File: src/rtl/gcd_host.sv
// Initiator side of the GCD engine req/ack interface: one operand pair in flight,
// request guarded by a timeout. Optional local resolution of trivial pairs: GCD_HOST_BYPASS_EN.
module gcd_host #(
    parameter int unsigned TIMEOUT_CYCLES = 100000
) (
    input  logic        clk,
    input  logic        rst,
    input  logic        in_valid,
    output logic        in_ready,
    input  logic [31:0] in_a,
    input  logic [31:0] in_b,
    output logic        eng_req,
    output logic [31:0] eng_a,
    output logic [31:0] eng_b,
    input  logic        eng_ack,
    input  logic [31:0] eng_result,
    output logic        out_valid,
    input  logic        out_ready,
    output logic [31:0] out_gcd,
    output logic [31:0] out_a,
    output logic [31:0] out_b,
    output logic [1:0]  out_err,
    output logic [15:0] stat_done
);

    localparam int unsigned DW  = 32;
    localparam int unsigned SW  = 16;
    localparam logic [1:0] ERR_OK   = 2'b00;
    localparam logic [1:0] ERR_ZERO = 2'b01;
    localparam logic [1:0] ERR_TMO  = 2'b10;
    localparam logic [DW-1:0] TMO_LAST = DW'(TIMEOUT_CYCLES - 1);

    typedef enum logic [1:0] {IDLE, ISSUE, RESP} state_t;

    state_t        state, state_nxt;
    logic [DW-1:0] op_a, op_b;
    logic [DW-1:0] tmo_cnt;
    logic          accept, ack_hit, tmo_hit, done_hs;
    logic          local_hit;
    logic [DW-1:0] local_gcd;
    logic [1:0]    local_err;

    assign accept  = (state == IDLE) && in_valid;
    assign ack_hit = (state == ISSUE) && eng_ack;
    assign tmo_hit = (state == ISSUE) && (tmo_cnt == TMO_LAST);
    assign done_hs = (state == RESP) && out_ready;

    // Pairs that can be answered without the engine
    always_comb begin
        local_hit = 1'b0;
        local_gcd = '0;
        local_err = ERR_OK;
        if (in_a == '0 && in_b == '0) begin
            local_hit = 1'b1;
            local_err = ERR_ZERO;
        end
`ifdef GCD_HOST_BYPASS_EN
        else if (in_a == '0) begin
            local_hit = 1'b1;
            local_gcd = in_b;
        end else if (in_b == '0 || in_a == in_b) begin
            local_hit = 1'b1;
            local_gcd = in_a;
        end
`endif
    end

    // State register; async reset also drops eng_req immediately
    always_ff @(posedge clk or negedge rst) begin
        if (!rst) state <= IDLE;
        else      state <= state_nxt;
    end

    always_comb begin
        state_nxt = state;
        case (state)
            IDLE:    if (accept) state_nxt = local_hit ? RESP : ISSUE;
            ISSUE:   if (ack_hit || tmo_hit) state_nxt = RESP;
            RESP:    if (out_ready) state_nxt = IDLE;
            default: state_nxt = IDLE;
        endcase
    end

    always_comb begin
        in_ready  = 1'b0;
        eng_req   = 1'b0;
        out_valid = 1'b0;
        case (state)
            IDLE:    in_ready  = 1'b1;
            ISSUE:   eng_req   = 1'b1;
            RESP:    out_valid = 1'b1;
            default: in_ready  = 1'b0;
        endcase
    end

    // Operands, result, timeout counter and completion count
    always_ff @(posedge clk or negedge rst) begin
        if (!rst) begin
            op_a      <= '0;
            op_b      <= '0;
            out_gcd   <= '0;
            out_err   <= ERR_OK;
            tmo_cnt   <= '0;
            stat_done <= '0;
        end else begin
            if (accept) begin
                op_a    <= in_a;
                op_b    <= in_b;
                tmo_cnt <= '0;
                if (local_hit) begin
                    out_gcd <= local_gcd;
                    out_err <= local_err;
                end
            end
            if (state == ISSUE) tmo_cnt <= tmo_cnt + DW'(1);
            if (ack_hit) begin
                out_gcd <= eng_result;
                out_err <= ERR_OK;
            end else if (tmo_hit) begin
                out_gcd <= '0;
                out_err <= ERR_TMO;
            end
            if (done_hs) stat_done <= stat_done + SW'(1);
        end
    end

    assign eng_a = op_a;
    assign eng_b = op_b;
    assign out_a = op_a;
    assign out_b = op_b;

endmodule
File: config.mk
export PLATFORM = sky130hd
export DESIGN_NAME = gcd_host
export DESIGN_NICKNAME = d
export VERILOG_FILES = /design/src/rtl/gcd_host.sv
export SDC_FILE = /design/constraint.sdc
export NUM_CORES = 1
export LEC_CHECK = 0
export BUFFER_PORTS_ARGS = -buffer_cell sky130_fd_sc_hd__buf_2
export CAP_MARGIN = 20
export CORE_MARGIN = 5
export CORE_UTILIZATION = 45
export CTS_CLUSTER_DIAMETER = 80
export DETAILED_ROUTE_END_ITERATION = 10
export PLACE_DENSITY_LB_ADDON = 0.12
export SYNTH_ARGS = -nofsm -noshare
export SYNTH_HDL_FRONTEND = slang
export SYNTH_SLANG_ARGS = --single-unit
export TNS_END_PERCENT = 1
File: constraint.sdc
create_clock -name clk -period 3 [get_ports clk]
set_clock_uncertainty 0.05 [all_clocks]
set_input_delay 0.3 -clock clk [delete_from_list [all_inputs] [get_ports clk]]
set_output_delay 0.3 -clock clk [all_outputs]
set_load 0.1 [all_outputs]
==> flow_summary.yaml, run 1 <==
run_status:
  status: "completed"
critical_path:
  crit_path_end_kind: "register"
  critPathLaunchType: "register"
  crit_fanout: 23
  worst-setup-path-type: "reg -> reg"
  cp.arrival_ns: 2.63
  cp.required_ns: 3.25
synthesis:
  synth_area_leader_cell: "dfrtp_1"
  synth_cell_types: 48
  synth_most_common_cell: "nand2_1"
  avgSynthCellArea_um2: 9.83
  syn_inst: 673
  synthesis.nets: 776
  yosys_warnings: 0
  synth-edff-count: 0
  syn-cell-area_mm2: 0.00661
  synth.top_cell.area_share_pct: 56.0
  yosysSeqAreaShare_pct: 56.0
  synth-main-ff-cell: "dfrtp_1"
  yosys-top-cells-count: "233 x nand2_1, 148 x dfrtp_1, 64 x buf_4"
  yosys-top-cells-area: "dfrtp_1 56%, nand2_1 13%, buf_4 7.3%"
  synthArstFlopShare_pct: 100
  synth-seq-cells: 148
clocking:
  holdBufCountCts: 1
  clk_latency_ns: 0.42
  cts_made_buffers: 17
  clock_path_buffers: 2
  cts_tree: "yes"
  cts_root_buf: "clkbuf_16"
  cts-resized-gates: 0
  post_cts_buffers: 0
  htreeDepth: 4
  cts.reportedPaths.clkPinSlew_ns: 0.06
  cts_sinks: 148
timing:
  slew_headroom_pct: 33.1
  tightest_slew_ns: 1.00
  finalHoldViolCount: 0
  rsz0062_at_grt: "false"
  setup_viol: 0
  tns_ns: 0
  fin_crit_sh_pct: 79.4
  fin_crit_ns: 2.38
  slew_violations: 0
  max_freq_mhz: 420
route:
  wl_per_cell_um: 17.1
  viasPerCell: 5.09
  drt_pass1_iterations: 4
  dr_total_vias: 5538
  drtIter0Drc: 344
  drt-total-wl_mm: 18.6
  ant_nets: 0
  drc: 0
die:
  die_w_um: 131
  fp-row-count: 44
  io_pins: 282
  die_h_um: 131
  die-area_mm2: 0.0172
  coreArea_mm2: 0.0145
  start_util_pct: 45.7
layout:
  n_fill_cell: 1308
  area_growth_pct: 26.5
  finish.instance_area_mm2: 0.00837
  multi_input_area_mm2: 0.00229
  regArea_mm2: 0.00370
  drive_above_1_share_pct: 37.0
  final_cells: 1087
  utilization_pct: 57.8
  fin_nets: 992
placed_design:
  placed_cell_area_mm2: 0.00775
  gp_congestion: 0.833
  dp_hpwl_mm: 13.9
  port_buffers: 281
  dpl.cell_count: 1053
worst_hold_path:
  hold_class: "in -> reg"
grt:
  grt_pass1_vias: 5518
  grt_pass1_wl_mm: 30.2
  antenna_found_initial: 1
  grt_max_degree: 92
  grt_usage_pct: 21.4
  overflow: 0
job:
  max_cap_viol_count: 0
## final timing paths
kind	slack, ns	cells past startpoint	from	end
worst min-delay path	0.04	3	in_a[6]	eng_a[6]
min in group asynchronous	0.30	2	rst	tmo_cnt[19]
worst max-delay path	0.62	6	state[1]	out_gcd[17]
worst max register to register	0.62	6	state[1]	out_gcd[17]
max in group asynchronous	1.77	3	rst	eng_b[16]
worst min register to register	0.43	1	tmo_cnt[31]	tmo_cnt[31]
## cells by family (layout without fill, tap and decap cells)
logic type,count (synthesis),after routing,share of synthesized area (%)
and+or+nand+nor,324,324,21.5
DFF,148,148,56.0
buffers and inverters,101,330,9.55
AOI/OAI and AO/OA,69,69,8.42
xor gates and xnor gates,15,15,1.99
muxes,14,14,2.14
adders and majority gates,2,2,0.378
other,0,1,0
## through the flow
stage	hold WS (ns)	setup slack, ns
floorplan	-0.0456	0.0416
global placement	0.159	0.538
detailed placement	0.164	0.591
CTS	0.0173	0.612
global route	0.0316	0.434
finish	0.0396	0.619
## registers in the layout, summed over array words and instances, names as in the netlist
register   flops
eng_a         32
eng_b         32
out_gcd       32
tmo_cnt       32
stat_done     16
out_err        2
state          2
## cell usage in the layout, fill, tap and decap left out, drive strengths merged, types with 10 or more instances in the layout
cell / count
nand2: 233
nor2: 12
inv: 10
buf: 288
nor4: 23
o21ai: 14
nand3: 12
dfrtp: 148
xnor2: 12
nand4: 16
mux2i: 13
clkbuf: 20
a22o: 32
## routing by layer
| layer | up-vias | wire length [um] | GRT usage, % |
|---|---|---|---|
| met1 | 2698 | 7720 | 26.6 |
| li1 | 2646 | - | - |
| met2 | 177 | 9620 | 36.9 |
| met3 | 17 | 1070 | 5.20 |
| met4 | 0 | 197 | 6.70 |
| met5 | - | 0 | 0 |
## area by class of cell
class / instances / area share [%]
Sequential cell: 148 / 44.3
Multi-Input combinational cell: 424 / 27.4
Timing Repair Buffer: 289 / 18.0
Clock buffer: 20 / 5.34
Tap cell: 184 / 2.75
Clock inverter: 12 / 1.85
Inverter: 9 / 0.404
Antenna cell: 1 / 0.0299
## worst max-delay path, stage by stage (launching register included)
cell,delay (ns)
dfrtp_1,0.39
nand2b_1,0.32
or2_1,0.34
nor4_2,0.55
a211oi_4,0.20
buf_16,0.21
a22o_1,0.19
Power of run 1 is left out: the tool's default activity adds up to more than one toggle a clock period on the data nets, which glitch-free logic cannot reach.
==> run 2, diff against run 1 <==
CORE_UTILIZATION = 43   (was 45)
clock period = 1.98 ns   (was 3 ns; I/O delays follow)
==> flow_summary.yaml, run 2 (synthesized netlist as in run 1, its figures left out) <==
route:
  wl_per_cell_um: 16.8
  drc: 0
  drt_pass1_iterations: 5
  dr_total_vias: 6254
  ant_nets: 0
  drt-total-wl_mm: 21.1
  drtIter0Drc: 226
  viasPerCell: 5.00
clocking:
  clk_latency_ns: 0.42
  cts_sinks: 148
  htreeDepth: 4
  cts_root_buf: "clkbuf_16"
  clock_path_buffers: 2
  cts_made_buffers: 17
  cts.reportedPaths.clkPinSlew_ns: 0.07
  cts_tree: "yes"
timing:
  fin_crit_ns: 2.04
  finalHoldViolCount: 0
  tns_ns: -1.48
  setup_slack_ns: -0.0649
  setup_viol: 32
  holdWs_ns: 0.0222
  slew_violations: 0
  slew_headroom_pct: 55.9
  fin_crit_sh_pct: 103
  tightest_slew_ns: 0.661
  rsz0062_at_grt: "true"
  max_freq_mhz: 489
critical_path:
  cp.arrival_ns: 2.31
  crit_fanout: 27
  cp.required_ns: 2.25
  crit_path_end_kind: "register"
  worst-setup-path-type: "reg -> reg"
  slowest_stage: "dfrtp_1"
  path_cells: "nor4_2 -> nand4_1 -> nor4_4 -> a211oi_4 -> buf_16 -> a22o_1"
  cpLargestDelayFamily: "simple AND/OR/NAND/NOR gates"
  critPathLaunchType: "register"
  cpPeakStageDelay_ns: 0.39
  critPathBufInv: 1
grt:
  grt_usage_pct: 23.3
  antenna_found_initial: 0
  overflow: 0
  grt_pass1_vias: 6351
  grt_pass1_wl_mm: 33.0
  grt_max_degree: 69
die:
  die_h_um: 134
  start_util_pct: 43.7
  coreArea_mm2: 0.0151
  io_pins: 282
  die_w_um: 134
  fp-row-count: 45
  die-area_mm2: 0.0180
layout:
  area_growth_pct: 51.0
  layout_common_cells: "278 x buf_2, 231 x nand2_1, 139 x dfrtp_1"
  final_common_cell: "buf_2"
  drive_above_1_share_pct: 40.5
  utilization_pct: 66.0
  fin_nets: 1152
run_status:
  violations: "negative setup slack"
  status: "complete, but fails checks"
worst_hold_path:
  hold_class: "in -> reg"
placed_design:
  dp_hpwl_mm: 14.8
  gp_congestion: 0.847
  port_buffers: 281
job:
  max_cap_viol_count: 0
==> run 2: cell count changes in the layout (fill, tap and decap cells not counted), sizes merged <==
cell,previous run,this run
buf,288,353
bufinv,3,1
dlygate4sd3,1,95
inv,10,18
clkinvlp,5,2
diode,1,2
clkbuf,20,18
==> run 2: final timing paths <==
| check | from | to | slack, ns | cells after the start |
|---|---|---|---|---|
| max in group asynchronous | rst | tmo_cnt[7] | 0.94 | 3 |
| setup / recovery | tmo_cnt[27] | out_gcd[12] | -0.06 | 6 |
| min in group asynchronous | rst | tmo_cnt[20] | 0.25 | 2 |
| setup reg to reg | tmo_cnt[27] | out_gcd[12] | -0.06 | 6 |
| hold reg to reg | stat_done[15] | stat_done[15] | 0.43 | 1 |
| hold / removal | in_b[12] | eng_b[12] | 0.02 | 4 |
==> run 2: through the flow <==
stage               instance area [um2]  setup slack (ns)  instances
global placement                   8240            -0.399       1115
detailed placement                 8270            -0.433       1116
global route                       9980           -0.0800       1250
finish                             9990           -0.0649       1252
CTS                                9860           -0.0322       1243
floorplan                          6670           -0.0552        673
==> run 2: repair_timing <==
item | CTS | global route
cloned | 0 | 0
pin swaps | 9 | 11
hold endpoints to repair | 146 | 0
gates resized for setup | 13 | 16
buffers inserted | 0 | 7
setup endpoints to repair | 44 | 45
hold buffers | 95 | 0
==> run 2: routing by layer <==
| metal | share of wire, % | global-route usage, % | up-vias |
|---|---|---|---|
| li1 | - | - | 2972 |
| met1 | 39 | 27.2 | 3021 |
| met2 | 51 | 40.7 | 218 |
| met3 | 6.3 | 5.78 | 43 |
| met4 | 3.0 | 10.3 | 0 |
| met5 | 0 | 0 | - |
==> run 2: worst reg2reg max path, stage by stage, from the launching register on <==
cell and delay [ns]:
dfrtp_1 0.39, nor4_2 0.39, nand4_1 0.23, nor4_4 0.38, a211oi_4 0.11, buf_16 0.18
a22o_1 0.20
==> run 2: area by class of cell <==
cell class,count,area [um2]
tap,188,235
timing repair buffer,449,2990
clock buffer,17,425
clock inverter,15,158
sequential,148,3730
fill,1195,5160
antenna,2,5.00
inverter,9,36.3
multi-input combinational,424,2410
Power of run 2 is left out for the same reason.
==> run 3, diff against run 2 <==
CORE_MARGIN = 10   (was 5)
SKIP_CTS_REPAIR_TIMING = 1   (was default)
==> flow_summary.yaml, run 3 (synthesized netlist as in run 1, its figures left out) <==
grt:
  grt_pass1_wl_mm: 30.8
  busiest_layer: "met2"
  overflow: 0
  grt_pass1_vias: 5808
  grtUsageMet1_pct: 22.4
  met3_usage_pct: 6.59
  grt_usage_pct: 18.9
  antenna_found_initial: 0
  grt_max_degree: 58
  met2_usage_pct: 31.9
timing:
  setup_slack_ns: -0.0685
  rsz0062_at_grt: "true"
  slew_headroom_pct: 64.3
  finalHoldViolCount: 0
  holdWs_ns: 0.0377
  slew_violations: 0
  fin_crit_sh_pct: 103
  tightest_slew_ns: 0.539
  max_freq_mhz: 488
  fin_crit_ns: 2.05
  setup_viol: 33
critical_path:
  crit_fanout: 16
  crit_path_end_kind: "register"
  cp.required_ns: 2.24
  cp.arrival_ns: 2.31
  ff2ff_path_depth: 7
  worst-setup-path-type: "reg -> reg"
  critPathLaunchType: "register"
die:
  io_pins: 282
  die_h_um: 144
  start_util_pct: 43.7
  die_w_um: 144
  die-area_mm2: 0.0207
  coreArea_mm2: 0.0151
  fp-row-count: 45
route:
  dr_total_vias: 6177
  drc: 0
  drt-total-wl_mm: 21.8
  ant_nets: 0
  viasPerCell: 4.94
  drt_pass1_iterations: 5
  drtIter0Drc: 281
  wl_per_cell_um: 17.4
clocking:
  htreeDepth: 4
  clock_path_buffers: 2
  clk_latency_ns: 0.42
  cts_sinks: 148
  cts.reportedPaths.clkPinSlew_ns: 0.06
  cts_root_buf: "clkbuf_16"
  cts_made_buffers: 17
  cts_tree: "yes"
run_status:
  violations: "negative setup slack"
  status: "complete, but fails checks"
placed_design:
  port_buffers: 281
  gp_congestion: 0.876
  dp_hpwl_mm: 15.8
  post-place-ws_ns: -0.493
layout:
  drive_above_1_share_pct: 39.6
  area_growth_pct: 52.0
  n_fill_cell: 1177
  layout_common_cells: "279 x buf_2, 232 x nand2_1, 138 x dfrtp_1"
  fin_nets: 1152
  final_common_cell: "buf_2"
worst_hold_path:
  hold_depth: 4
  hold_class: "in -> reg"
job:
  max_cap_viol_count: 0
run 3: path summary, 6_finish.rpt:
kind                                 to  slack [ns]        start
setup / recovery            out_gcd[18]       -0.07  tmo_cnt[13]
hold / removal                eng_b[10]        0.04     in_b[10]
setup reg to reg            out_gcd[18]       -0.07  tmo_cnt[13]
hold reg to reg             tmo_cnt[31]        0.44  tmo_cnt[31]
max in group asynchronous  stat_done[3]        1.00          rst
min in group asynchronous    tmo_cnt[3]        0.24          rst
run 3: per-stage QoR:
stage / cell area [um2] / util (%) / cells / TNS (ns)
final: 10100 / 66.4 / 1250 / -1.51
after global routing: 10100 / 66.4 / 1249 / -4.42
after global placement: 8280 / 54.7 / 1117 / -13.56
after floorplan: 6670 / - / 673 / -2.56
after CTS: 8970 / 59.2 / 1149 / -4.42
after detailed placement: 8300 / 54.8 / 1118 / -14.86
run 3: area by class of cell:
type / count / area (um2) / share of cell area, %
diodes: 1 / 2.50 / 0.0249
clock buffers: 19 / 443 / 4.41
clock inverters: 12 / 229 / 2.28
inverters: 9 / 36.3 / 0.361
multi-input cells: 424 / 2370 / 23.5
flip-flops and latches: 148 / 3730 / 37.1
well taps: 188 / 235 / 2.34
repair buffers: 449 / 3010 / 29.9
run 3: worst max-delay path, stage by stage, from the launching register on:
cell and delay [ns]:
dfrtp_1 0.40, buf_4 0.16, or3_1 0.41, nor4_4 0.36
a211oi_4 0.07, buf_12 0.15, buf_8 0.14, a22o_1 0.18
run 3: per-layer routing:
metal	vias to the layer above	part of all wire, %
li1	2961	-
met1	2938	39
met2	255	51
met3	23	8.2
met4	0	1.2
met5	-	0
Power of run 3 is left out for the same reason.
